File: config.mk
export PLATFORM = sky130hd
export DESIGN_NAME = alu_flag_stage_flat
export DESIGN_NICKNAME = d
export VERILOG_FILES = /design/src/rtl/alu_flag_stage_if.sv /design/src/rtl/alu_flag_stage.sv /design/src/flat_wrapper.sv
export SDC_FILE = /design/constraint.sdc
export NUM_CORES = 1
export LEC_CHECK = 0
export CORE_MARGIN = 5
export CORE_UTILIZATION = 25
export CTS_CLUSTER_DIAMETER = 120
export DETAILED_ROUTE_END_ITERATION = 6
export PLACE_DENSITY = 0.6
export SLEW_MARGIN = 20
export SYNTH_ARGS = -nofsm -noshare
export SYNTH_HDL_FRONTEND = slang
export SYNTH_SLANG_ARGS = --single-unit
File: constraint.sdc
create_clock -name clk -period 1.45 [get_ports clk]
set_input_delay 0.145 -clock clk [delete_from_list [all_inputs] [get_ports clk]]
set_output_delay 0.145 -clock clk [all_outputs]
set_load 0.03 [all_outputs]
File: src/rtl/alu_flag_stage_if.sv
// Handshake and payload bundle for alu_flag_stage.
// The master side is the upstream ALU plus the writeback consumer; the slave side is the stage.
interface alu_flag_stage_if;
    logic        in_valid;
    logic        in_ready;
    logic [63:0] in_result;
    logic        in_carry;
    logic [1:0]  in_size;
    logic        in_setflags;
    logic [4:0]  in_dest;

    logic        out_valid;
    logic        out_ready;
    logic [63:0] out_result;
    logic [4:0]  out_dest;
    logic        out_zero;
    logic        out_carry;
    logic        out_negative;

    modport master (
        output in_valid, in_result, in_carry, in_size, in_setflags, in_dest, out_ready,
        input  in_ready, out_valid, out_result, out_dest, out_zero, out_carry, out_negative
    );

    modport slave (
        input  in_valid, in_result, in_carry, in_size, in_setflags, in_dest, out_ready,
        output in_ready, out_valid, out_result, out_dest, out_zero, out_carry, out_negative
    );
endinterface

File: src/rtl/alu_flag_stage.sv
// ALU flag stage: masks the raw ALU result to the operand size, derives zero/negative flags
// at capture and hands the transaction to writeback through a registered pipeline stage.
// Architectural flags {negative, carry, zero} update when a setflags transaction leaves.
// Build option: define ALU_FLAG_SKID_EN for a 2-entry skid buffer with a registered in_ready;
// otherwise the stage is a single register with a combinational in_ready.
module alu_flag_stage (
    input  logic             clk,
    input  logic             rst,
    alu_flag_stage_if.slave  bus,
    output logic [2:0]       flags_q
);

    // Operand size encodings
    localparam logic [1:0] Bits8  = 2'd0;
    localparam logic [1:0] Bits16 = 2'd1;
    localparam logic [1:0] Bits32 = 2'd2;
    localparam logic [1:0] Bits64 = 2'd3;

    typedef struct packed {
        logic [63:0] result;
        logic [4:0]  dest;
        logic        zero;
        logic        carry;
        logic        negative;
        logic        setflags;
    } entry_t;

    entry_t      w_entry;
    logic [63:0] w_masked;
    logic        w_push;
    logic        w_pop;
    logic        w_in_ready;

    entry_t      r_head;
    logic        r_head_valid;
    logic [2:0]  r_flags;

    // Size masking and flag derivation for the incoming result
    always_comb begin
        w_masked = bus.in_result;
        w_entry  = '0;
        unique case (bus.in_size)
            Bits8:  w_masked = {56'd0, bus.in_result[7:0]};
            Bits16: w_masked = {48'd0, bus.in_result[15:0]};
            Bits32: w_masked = {32'd0, bus.in_result[31:0]};
            Bits64: w_masked = bus.in_result;
        endcase
        w_entry.result   = w_masked;
        w_entry.dest     = bus.in_dest;
        w_entry.zero     = (w_masked == 64'd0);
        w_entry.carry    = bus.in_carry;
        w_entry.setflags = bus.in_setflags;
        unique case (bus.in_size)
            Bits8:  w_entry.negative = w_masked[7];
            Bits16: w_entry.negative = w_masked[15];
            Bits32: w_entry.negative = w_masked[31];
            Bits64: w_entry.negative = w_masked[63];
        endcase
    end

    assign w_push = bus.in_valid && w_in_ready;
    assign w_pop  = r_head_valid && bus.out_ready;

`ifdef ALU_FLAG_SKID_EN
    entry_t r_skid;
    logic   r_skid_valid;
    logic   r_in_ready;
    entry_t w_head_d;
    entry_t w_skid_d;
    logic   w_head_valid_d;
    logic   w_skid_valid_d;

    assign w_in_ready = r_in_ready;

    // Skid next state: pop promotes the skid entry, a push fills the first free slot
    always_comb begin
        w_head_d       = r_head;
        w_skid_d       = r_skid;
        w_head_valid_d = r_head_valid;
        w_skid_valid_d = r_skid_valid;
        if (w_pop) begin
            if (r_skid_valid) begin
                w_head_d       = r_skid;
                w_skid_valid_d = 1'b0;
            end else begin
                w_head_valid_d = 1'b0;
            end
        end
        if (w_push) begin
            if (!w_head_valid_d) begin
                w_head_d       = w_entry;
                w_head_valid_d = 1'b1;
            end else begin
                w_skid_d       = w_entry;
                w_skid_valid_d = 1'b1;
            end
        end
    end

    // Entry registers; in_ready registered from the next occupancy
    always_ff @(posedge clk) begin
        if (rst) begin
            r_head       <= '0;
            r_skid       <= '0;
            r_head_valid <= 1'b0;
            r_skid_valid <= 1'b0;
            r_in_ready   <= 1'b1;
        end else begin
            r_head       <= w_head_d;
            r_skid       <= w_skid_d;
            r_head_valid <= w_head_valid_d;
            r_skid_valid <= w_skid_valid_d;
            r_in_ready   <= !(w_head_valid_d && w_skid_valid_d);
        end
    end
`else
    // Single entry: accept when empty or when the held entry leaves this cycle
    assign w_in_ready = !r_head_valid || bus.out_ready;

    // Entry register; payload is held after a pop and simply marked invalid
    always_ff @(posedge clk) begin
        if (rst) begin
            r_head       <= '0;
            r_head_valid <= 1'b0;
        end else if (w_push) begin
            r_head       <= w_entry;
            r_head_valid <= 1'b1;
        end else if (w_pop) begin
            r_head_valid <= 1'b0;
        end
    end
`endif

    // Architectural flags follow departing setflags transactions
    always_ff @(posedge clk) begin
        if (rst) begin
            r_flags <= 3'b000;
        end else if (w_pop && r_head.setflags) begin
            r_flags <= {r_head.negative, r_head.carry, r_head.zero};
        end
    end

    assign bus.in_ready     = w_in_ready;
    assign bus.out_valid    = r_head_valid;
    assign bus.out_result   = r_head.result;
    assign bus.out_dest     = r_head.dest;
    assign bus.out_zero     = r_head.zero;
    assign bus.out_carry    = r_head.carry;
    assign bus.out_negative = r_head.negative;
    assign flags_q          = r_flags;

endmodule

File: src/flat_wrapper.sv
// flat-port wrapper written by rule: the top's interface ports become plain ports
module alu_flag_stage_flat 
  (clk, rst, flags_q, bus_in_valid, bus_in_result, bus_in_carry, bus_in_size, bus_in_setflags, bus_in_dest, bus_out_ready, bus_in_ready, bus_out_valid, bus_out_result, bus_out_dest, bus_out_zero, bus_out_carry, bus_out_negative);
  alu_flag_stage_if bus_i ();
  input  logic clk;
  input  logic rst;
  output logic [2:0] flags_q;
  input wire logic [$bits(bus_i.in_valid)-1:0] bus_in_valid;
  input wire logic [$bits(bus_i.in_result)-1:0] bus_in_result;
  input wire logic [$bits(bus_i.in_carry)-1:0] bus_in_carry;
  input wire logic [$bits(bus_i.in_size)-1:0] bus_in_size;
  input wire logic [$bits(bus_i.in_setflags)-1:0] bus_in_setflags;
  input wire logic [$bits(bus_i.in_dest)-1:0] bus_in_dest;
  input wire logic [$bits(bus_i.out_ready)-1:0] bus_out_ready;
  output wire logic [$bits(bus_i.in_ready)-1:0] bus_in_ready;
  output wire logic [$bits(bus_i.out_valid)-1:0] bus_out_valid;
  output wire logic [$bits(bus_i.out_result)-1:0] bus_out_result;
  output wire logic [$bits(bus_i.out_dest)-1:0] bus_out_dest;
  output wire logic [$bits(bus_i.out_zero)-1:0] bus_out_zero;
  output wire logic [$bits(bus_i.out_carry)-1:0] bus_out_carry;
  output wire logic [$bits(bus_i.out_negative)-1:0] bus_out_negative;
  assign bus_i.in_valid = bus_in_valid;
  assign bus_i.in_result = bus_in_result;
  assign bus_i.in_carry = bus_in_carry;
  assign bus_i.in_size = bus_in_size;
  assign bus_i.in_setflags = bus_in_setflags;
  assign bus_i.in_dest = bus_in_dest;
  assign bus_i.out_ready = bus_out_ready;
  assign bus_in_ready = bus_i.in_ready;
  assign bus_out_valid = bus_i.out_valid;
  assign bus_out_result = bus_i.out_result;
  assign bus_out_dest = bus_i.out_dest;
  assign bus_out_zero = bus_i.out_zero;
  assign bus_out_carry = bus_i.out_carry;
  assign bus_out_negative = bus_i.out_negative;
  alu_flag_stage u_core (.clk(clk), .rst(rst), .bus(bus_i), .flags_q(flags_q));
endmodule
== Word-level counts from Yosys, hierarchy flattened ==
Index checks and enable logic that the tools add are counted.

* Muxes and demuxes: 4
* Reductions and logical operators: 8
* Equal/unequal tests: 3

{| class="wikitable"
|+ Operators by type and width
! operator !! count
|-
| 64-bit one-hot mux with 4 select lines || 1
|-
| 64-bit zero test || 1
|-
| 2-bit equality test (second input constant) || 2
|-
| 1-bit one-hot mux with 4 select lines || 1
|-
| 1-bit logical AND || 3
|-
| 2-bit by 1-bit equality test with 1-bit output (second input constant) || 1
|-
| 2-bit zero test || 1
|-
| 1-bit 2-to-1 mux || 2
|-
| 2-bit nonzero test || 1
|-
| 1-bit zero test || 1
|-
| 1-bit logical OR || 1
|}

* Register bits: 77
* Output and inout port bits: 77
* Word-level logic and storage cells: 23

== Longest topological paths before layout ==
Gate-level depths: netlist (run 1).

* Depth after elaboration: 4
* Mapped depth: 6

== Worst setup path after synthesis (run 1) ==
OpenSTA, ideal clock, no wires.

* Kind: flip-flop to flip-flop
* From: register u_core.r_head_valid, in the netlist u_core.bus.out_valid
* To: register u_core.r_head, in the netlist u_core.bus.out_result[5]
* Arrival: 1,583 ps
* Path buffers: 2
* Cell stages (with the launch flop): 7
* Library setup time: 70 ps
* Setup slack: -203 ps
* Cells stage by stage: dfxtp_1 -> nand2b_1 -> nand2_1 -> buf_6 -> clkbuf_1 -> nand2_1 -> a21oi_1

* Longest elaborated chain between the ends: 3

{| class="wikitable"
|+ Ends and longest elaborated chain
! what !! RTL line !! RTL
|-
| start: declaration || alu_flag_stage.sv:35 || <nowiki>logic r_head_valid;</nowiki>
|-
| start signal: assignment || alu_flag_stage.sv:124 || <nowiki>r_head_valid <= 1'b0;</nowiki>
|-
| start signal: assignment || alu_flag_stage.sv:127 || <nowiki>r_head_valid <= 1'b1;</nowiki>
|-
| start signal: assignment || alu_flag_stage.sv:129 || <nowiki>r_head_valid <= 1'b0;</nowiki>
|-
| 1-bit zero test || alu_flag_stage.sv:118 || <nowiki>assign w_in_ready = !r_head_valid || bus.out_ready;</nowiki>
|-
| 1-bit logical OR || alu_flag_stage.sv:118 ||
|-
| net bus_in_ready || flat_wrapper.sv:15 || <nowiki>output wire logic [$bits(bus_i.in_ready)-1:0] bus_in_ready;</nowiki>
|-
| 1-bit logical AND || alu_flag_stage.sv:61 || <nowiki>assign w_push = bus.in_valid && w_in_ready;</nowiki>
|-
| end signal: assignment || alu_flag_stage.sv:126 || <nowiki>r_head <= w_entry;</nowiki>
|-
| end: declaration || alu_flag_stage.sv:34 || <nowiki>entry_t r_head;</nowiki>
|}

The timed path passes the listed nets, and every way through them passes these cells.
A chain may end at the register's enable or synchronous reset.

== Final worst setup path (run 1) ==
* From: input port bus_in_result[2]
* To: register u_core.r_head, in the netlist u_core.bus.out_zero

* Longest elaborated chain between the ends: 2

{| class="wikitable"
|+ Ends and longest elaborated chain
! what !! RTL line !! RTL
|-
| start: declaration || flat_wrapper.sv:9 || <nowiki>input wire logic [$bits(bus_i.in_result)-1:0] bus_in_result;</nowiki>
|-
| 64-bit one-hot mux with 4 select lines || alu_flag_stage.sv:42 || <nowiki>unique case (bus.in_size)</nowiki>
|-
| 64-bit zero test || alu_flag_stage.sv:50 || <nowiki>w_entry.zero = (w_masked == 64'd0);</nowiki>
|}

Every way passes these cells. The select of a mux whose other input is x is not followed.

==> results.toml, run 1 <==
[run_status]
outcome = "finished, final reports clean"

[setup_path]
crit_arrival_ns = 1.55
timing.rr.end = "u_core.bus.out_result[28]$_SDFFE_PP0P_"
required_ns = 1.72
timing.rr.start = "u_core.bus.out_valid$_SDFFE_PP0P_"
crit_type = "input pin to flip-flop"
crit_buf_inv = 1
worst_setup_path_start_kind = "input pin"
crit_slowest_cell = "or4_4"
reg2reg_slack_ns = 0.24
ff2ff_path_depth = 5
path_cells = "clkdlybuf4s50_1 -> or4_4 -> a2111oi_4 -> nand4_1 -> nand2_1"
max_stage_delay_ns = 0.58
critPathMaxFanout = 2
worstSetupEndpointType = "flip-flop"
crit_family = "simple AND/OR/NAND/NOR gates"

[die]
core_sq_um = 13830
die_area_sq_um = 16480
dieHeight_um = 128.4
die_width_um = 128.4
start_util = 0.2534
core.rowCount = 43
io_pins = 154

[logic_synthesis]
syn-mean-instance-area_sq_um = 8.054
ys_types = 26
synth_nets = 512
syn_area_sq_um = 3503
ys_seq_area_frac = 0.4400
synth_cells = 435
synth_top_area_share = 0.4400
yosys_warnings = 0
netlist_top_cells_area = "dfxtp_1 44%, buf_4 15%, a21oi_1 11%"
ys_ff_latch = 77
yosysTopAreaCell = "dfxtp_1"

[grt]
grt.total_usage = 0.1283
grt_max_degree = 44
antenna_found_initial = 0
gr-total-overflow = 0
grt_pass1_wl_um = 16820
grt_pass1_vias = 3205

[power]
netSwitchingFraction = 0.2665
p_total_mw = 5.126
power.leakage_nw = 2.173
p_int_mw = 3.760
power_frac_clock = 0.389
vdd_ir_drop_max_mv = 0.4354
p_comb_frac = 0.175
pwr-share-seq = 0.436
power_switching_mw = 1.366
powerDensity_nw_per_um2 = 1005

[place]
gp_routability_congestion = 0.8129
dp_hpwl_um = 8196
pre_cts_ws_ns = -0.3043
place_inst = 705
io_buffers = 153

[cts]
cts_buffers = 9
cts-root-buf = "clkbuf_16"
post-cts-setup-buffers = 0
cts_hold_buf = 0
clock_latency_ns = 0.33
clock_sinks = 77
clockBufferDepth = 2
cts_tree = "done"
clk_pin_slew_ns = 0.06
h-tree-depth = 3

[layout]
area_delta_synth_final_pct = 45.57
n_fill_cell = 1447
num_antenna_cells = 0
instances_no_fill = 721
layout-drive-gt1-share = 0.1146
finalNetCount = 613

[min_path]
min_from = "rst"
holdPathStages = 2
hp-class = "input pin to flip-flop"
worstHoldEndpoint = "u_core.bus.out_negative$_SDFFE_PP0P_"

[detailed_routing]
antenna_left = 0
vias = 3184
drt_iter0_drc = 158
first_pass_iters = 4
via_per_inst = 4.416
wl_um = 10940
drc_errors = 0
avgRoutedWirePerCell_um = 15.18

[timing]
finalCritPeriodShare = 0.8823
rsz0062_at_grt = "false"
period_needed_ns = 1.279
fin_worst_skew_ns = 0.004072
hold_ws_ns = 0.1250
tightest_slew_ns = 0.3673
setup_slack_ns = 0.1707
finalMaxSlewViolations = 0
tns_ns = 0
slew_headroom = 0.7529
fmax_mhz = 781.7
hold_viol_final = 0
setup_viol = 0

[flow_run]
maxCapViolations = 0
[state kept, by name, indices dropped and copies added, names as in the netlist]
signal,cells
u_core.bus.out_zero,1
u_core.bus.out_dest,5
u_core.bus.out_valid,1
u_core.bus.out_result,64
u_core.bus.out_negative,1
u_core.bus.out_carry,1
u_core.flags_q,3
u_core.r_head,1
[cell type report]
type                    instances  area, sq um  area share
repair buffers                191         1802      0.3533
multi-input cells             256         1266      0.2483
flip-flops and latches         77         1543      0.3025
inverters                       1        3.754   0.0007360
clock inverters                 5        27.53    0.005397
clock buffers                  11        232.7     0.04563
well taps                     180        225.2     0.04416
[per-layer routing]
| layer | track usage | share of wire |
|---|---|---|
| met5 | 0 | 0 |
| met4 | 0.05306 | 0.017 |
| met3 | 0.03445 | 0.067 |
| met2 | 0.2145 | 0.49 |
| met1 | 0.1559 | 0.43 |
[worst max path at each step]
stage                                      startpoint                               endpoint  slack (ns)  cells past startpoint
global placement                     bus_in_result[2]       u_core.bus.out_zero$_SDFFE_PP0P_       -0.31                      5
detailed placement                   bus_in_result[2]       u_core.bus.out_zero$_SDFFE_PP0P_       -0.30                      5
CTS                                  bus_in_result[2]       u_core.bus.out_zero$_SDFFE_PP0P_        0.04                      5
floorplan           u_core.bus.out_valid$_SDFFE_PP0P_  u_core.bus.out_result[5]$_SDFFE_PP0P_        0.05                      6
finish                               bus_in_result[2]       u_core.bus.out_zero$_SDFFE_PP0P_        0.17                      5
global route                        bus_in_result[57]       u_core.bus.out_zero$_SDFFE_PP0P_       0.005                      6
[kinds of logic (layout without fill, tap and decap cells)]
| family | Yosys count | in the layout | share of synthesized area |
|---|---|---|---|
| AND/OR/NAND/NOR | 175 | 175 | 0.2271 |
| flip-flops | 77 | 77 | 0.4400 |
| buffers and inverters | 102 | 208 | 0.2004 |
| multiplexers | 4 | 4 | 0.01500 |
| AO/OA/AOI/OAI | 77 | 77 | 0.1175 |
[synthesized netlist by cell type]
master      n
or4_4       1
nor2_1      3
nor3_1      1
a2bb2oi_1   1
mux2i_1     3
buf_1       3
a2111oi_4   1
clkbuf_8    4
a21oi_1    74
buf_6       1
buf_2       9
nand3_1    57
nor4_1     14
nand2b_1    1
clkbuf_2    1
mux4_2      1
nand3b_1    1
and2_1      2
nand4_1     4
clkbuf_1   14
or2_2       1
buf_4      69
inv_1       1
o21ai_0     1
dfxtp_1    77
nand2_1    90
[placed cells by master (no fill, tap or decap), types with 2 or more instances in the layout]
| cell | n |
|---|---|
| nand2_1 | 89 |
| nor2_1 | 3 |
| buf_4 | 32 |
| clkinv_2 | 4 |
| mux2i_1 | 3 |
| dlygate4sd2_1 | 76 |
| a21oi_1 | 74 |
| nor4_1 | 14 |
| nand4_1 | 4 |
| buf_12 | 7 |
| clkdlybuf4s50_1 | 75 |
| dfxtp_1 | 76 |
| clkbuf_1 | 2 |
| clkbuf_16 | 9 |
| nand3_1 | 57 |
[power by group through the flow]
stage,clock [mW],combinational (mW),sequential (mW)
after floorplan,0,0.504,2.28
after global placement,0,0.950,2.28
after detailed placement,0,0.955,2.28
after CTS,2.08,0.906,2.24
after global routing,2.16,0.961,2.24
final,1.99,0.899,2.23
[what timing repair did]
action                     4_1_cts  5_1_grt
hold endpoints to repair         0        0
setup endpoints to repair       76        1
resized for setup               76        1
pin swaps                        0        1
[per-stage QoR]
stage / cell area (sq um) / util
6_report: 5100 / 0.3688
5_1_grt: 5100 / 0.3688
4_1_cts: 5100 / 0.3688
3_5_place_dp: 4935 / 0.3569
3_3_place_gp: 4935 / 0.3569
2_1_floorplan: 3507 / -
No activity file was read; power rests on OpenSTA's default activity.
==> run 2, diff against run 1 <==
Settings changed: ABC_AREA set to 1.
==> run 2 against run 1 <==
Clock power up 30%. Sequential share of layout area down 1.3 points. Worst hold slack better by 0.29 ns. Critical path type is now flip-flop to output port. Largest cell class unchanged. Core utilization up 0.26 points. Synthesized cell count up 11%. Design area up 4.6%. Highest routed layer unchanged. Register-to-register slack worse by 0.05 ns. Cell count up 8.3%. Count of clock-buffer cells in the layout up 1.
==> results.toml, run 2 <==
[setup_path]
required_ns = 1.31
ff2ff_path_depth = 6
max_stage_delay_ns = 0.43
cp.depth = 1
critPathMaxFanout = 3
worstSetupEndpointType = "output port"
crit_family = "buffers and inverters"
crit_buf_inv = 1
path_cells = "dlygate4sd2_1"
crit_type = "flip-flop to output port"
worst_setup_path_start_kind = "flip-flop"
crit_arrival_ns = 1.12
crit_slowest_cell = "dlygate4sd2_1"

[run_status]
outcome = "finished, final reports clean"

[logic_synthesis]
synth_enable_flop_cells = 0
synth_top_family_by_area = "compound AO/OA/AOI/OAI gates"
synth_cells = 485
synth_top_area_share = 0.4247
syn-mean-instance-area_sq_um = 7.484
synth_nets = 562
synth_compound_area_frac = 0.2123
yosys_warnings = 0
ys_types = 22
ys_ff_latch = 77
synth_mux_area_frac = 0
ys_seq_area_frac = 0.4247
netlist_top_cells_area = "dfxtp_1 42%, buf_4 14%, o21ai_0 11%"
synth_ff_type = "dfxtp_1"
syn_area_sq_um = 3630
synth_most_common_cell = "nor2_1"
synthArstFlopShare = 0
yosysTopAreaCell = "dfxtp_1"
synth-simple-area-share = 0.1562
synthAdderAreaFrac = 0
synth_top_cells_by_count = "88 x nor2_1, 81 x o21ai_0, 77 x dfxtp_1, 70 x buf_4, 59 x a21oi_1"
synth_xor_area_frac = 0

[detailed_routing]
via_per_inst = 4.356
antenna_left = 0
avgRoutedWirePerCell_um = 14.78
wl_um = 11550
vias = 3402
drt_iter0_drc = 152
drc_errors = 0
first_pass_iters = 4

[die]
die_area_sq_um = 17030
core.rowCount = 44
die_width_um = 130.5
io_pins = 154
start_util = 0.2526
dieHeight_um = 130.5
core_sq_um = 14370

[grt]
top_usage_layer = "met2"
grt_use_met3 = 0.04431
grt_pass1_wl_um = 18060
met1_usage = 0.1631
grt.total_usage = 0.1368
grt_pass1_vias = 3453
use_met2 = 0.2315
antenna_found_initial = 0
gr-total-overflow = 0
grt_max_degree = 50

[timing]
tns_ns = 0
tightest_slew_ns = 0.3541
fin_worst_skew_ns = 0.004901
fmax_mhz = 789.3
slew_headroom = 0.7649
rsz0062_at_grt = "false"
finalMaxSlewViolations = 0
finalCritPeriodShare = 0.8738
period_needed_ns = 1.267
setup_viol = 0
hold_viol_final = 0

[power]
p_int_mw = 4.520
p_total_mw = 6.174
p_comb_frac = 0.203
powerDensity_nw_per_um2 = 1157
power_switching_mw = 1.655
vdd_ir_drop_max_mv = 0.5678
power_frac_clock = 0.419
power.leakage_nw = 2.441
pwr-share-seq = 0.378
netSwitchingFraction = 0.2680

[cts]
h-tree-depth = 3
cts_tree = "done"
cts-root-buf = "clkbuf_16"
clockBufferDepth = 2
clock_sinks = 77
clock_latency_ns = 0.33
cts_hold_buf = 0
cts_buffers = 9
clk_pin_slew_ns = 0.05

[layout]
largest_reg_flops = 64
register_area_sq_um = 1543
num_antenna_cells = 0
multi_input_area_sq_um = 1348
finish.utilization = 0.3714
n_fill_cell = 1488
area_delta_synth_final_pct = 47.02
instances_no_fill = 781
finalNetCount = 669
stdcell_area_sq_um = 5336
layout-drive-gt1-share = 0.1223
final_cell_mix = "86 x nor2_1, 81 x o21ai_0, 78 x dlygate4sd2_1, 76 x dfxtp_1, 74 x clkdlybuf4s50_1"
final_common_cell = "nor2_1"

[min_path]
holdPathStages = 3
hp-class = "input pin to flip-flop"

[place]
place_inst = 765
dp_hpwl_um = 8789
placed_area_sq_um = 5087
io_buffers = 153
gp_routability_congestion = 0.8135

[flow_run]
maxCapViolations = 0
run 2: changes by cell type after synthesis, moves of 14 or more:
cell | before | now
nor2_1 | 3 | 88
nor4_1 | 14 | 0
nand3_1 | 57 | 11
a21oi_1 | 74 | 59
o21ai_0 | 1 | 81
nand2_1 | 90 | 35
run 2: kinds of logic after synthesis:
group                  Yosys count
buffers and inverters          115
and+or+nand+nor                141
AOI/OAI and AO/OA              152
DFF                             77
run 2: routing by layer:
layer / share of wire / vias up / wire [um]
li1: - / 1744 / -
met1: 0.43 / 1525 / 4944
met2: 0.48 / 115 / 5547
met3: 0.071 / 18 / 820
met4: 0.020 / 0 / 233
met5: 0 / - / 0
run 2: what timing repair did:
action	4_1_cts	5_1_grt
hold endpoints to repair	0	0
pin swaps	1	0
buffers inserted	0	0
endpoints found under the setup margin	77	1
resized for setup	79	1
run 2: path summary, 6_finish.rpt:
kind                            slack [ns]                                endpoint                            startpoint
worst max register to register        0.19  u_core.bus.out_result[28]$_SDFFE_PP0P_     u_core.bus.out_valid$_SDFFE_PP0P_
worst max-delay path                  0.18                        bus_out_negative  u_core.bus.out_negative$_SDFFE_PP0P_
worst min register to register        0.44          u_core.flags_q[0]$_SDFFE_PP0P_        u_core.flags_q[0]$_SDFFE_PP0P_
worst min-delay path                  0.41  u_core.bus.out_result[61]$_SDFFE_PP0P_                     bus_in_result[61]
run 2: stage by stage:
stage	setup WS, ns	hold WS [ns]
after floorplan	0.07851	0.2723
after global placement	-0.3637	0.4311
after detailed placement	-0.4059	0.4405
after CTS	0.1299	0.3895
after global routing	0.005488	0.4107
final	0.1830	0.4112
run 2: final cells by class:
| class | instances | share of cell area |
|---|---|---|
| Inverter | 15 | 0.01079 |
| Clock buffer | 12 | 0.04619 |
| Clock inverter | 4 | 0.01782 |
| Timing Repair Buffer | 196 | 0.3404 |
| Sequential cell | 77 | 0.2891 |
| Multi-Input combinational cell | 293 | 0.2525 |
| Tap cell | 184 | 0.04314 |
run 2: power groups by stage:
stage	combinational, mW	sequential [mW]	clock (mW)
final	1.25	2.33	2.59
after global routing	1.36	2.35	2.76
after CTS	1.27	2.33	2.68
after detailed placement	1.36	2.38	0
after global placement	1.35	2.38	0
after floorplan	0.832	2.38	0
==> run 3, diff against run 2 <==
Settings changed: CTS_CLUSTER_DIAMETER 120 to 30.
==> results of run 3 <==
The final DEF is identical to that of run 2; final timing and power are the same.
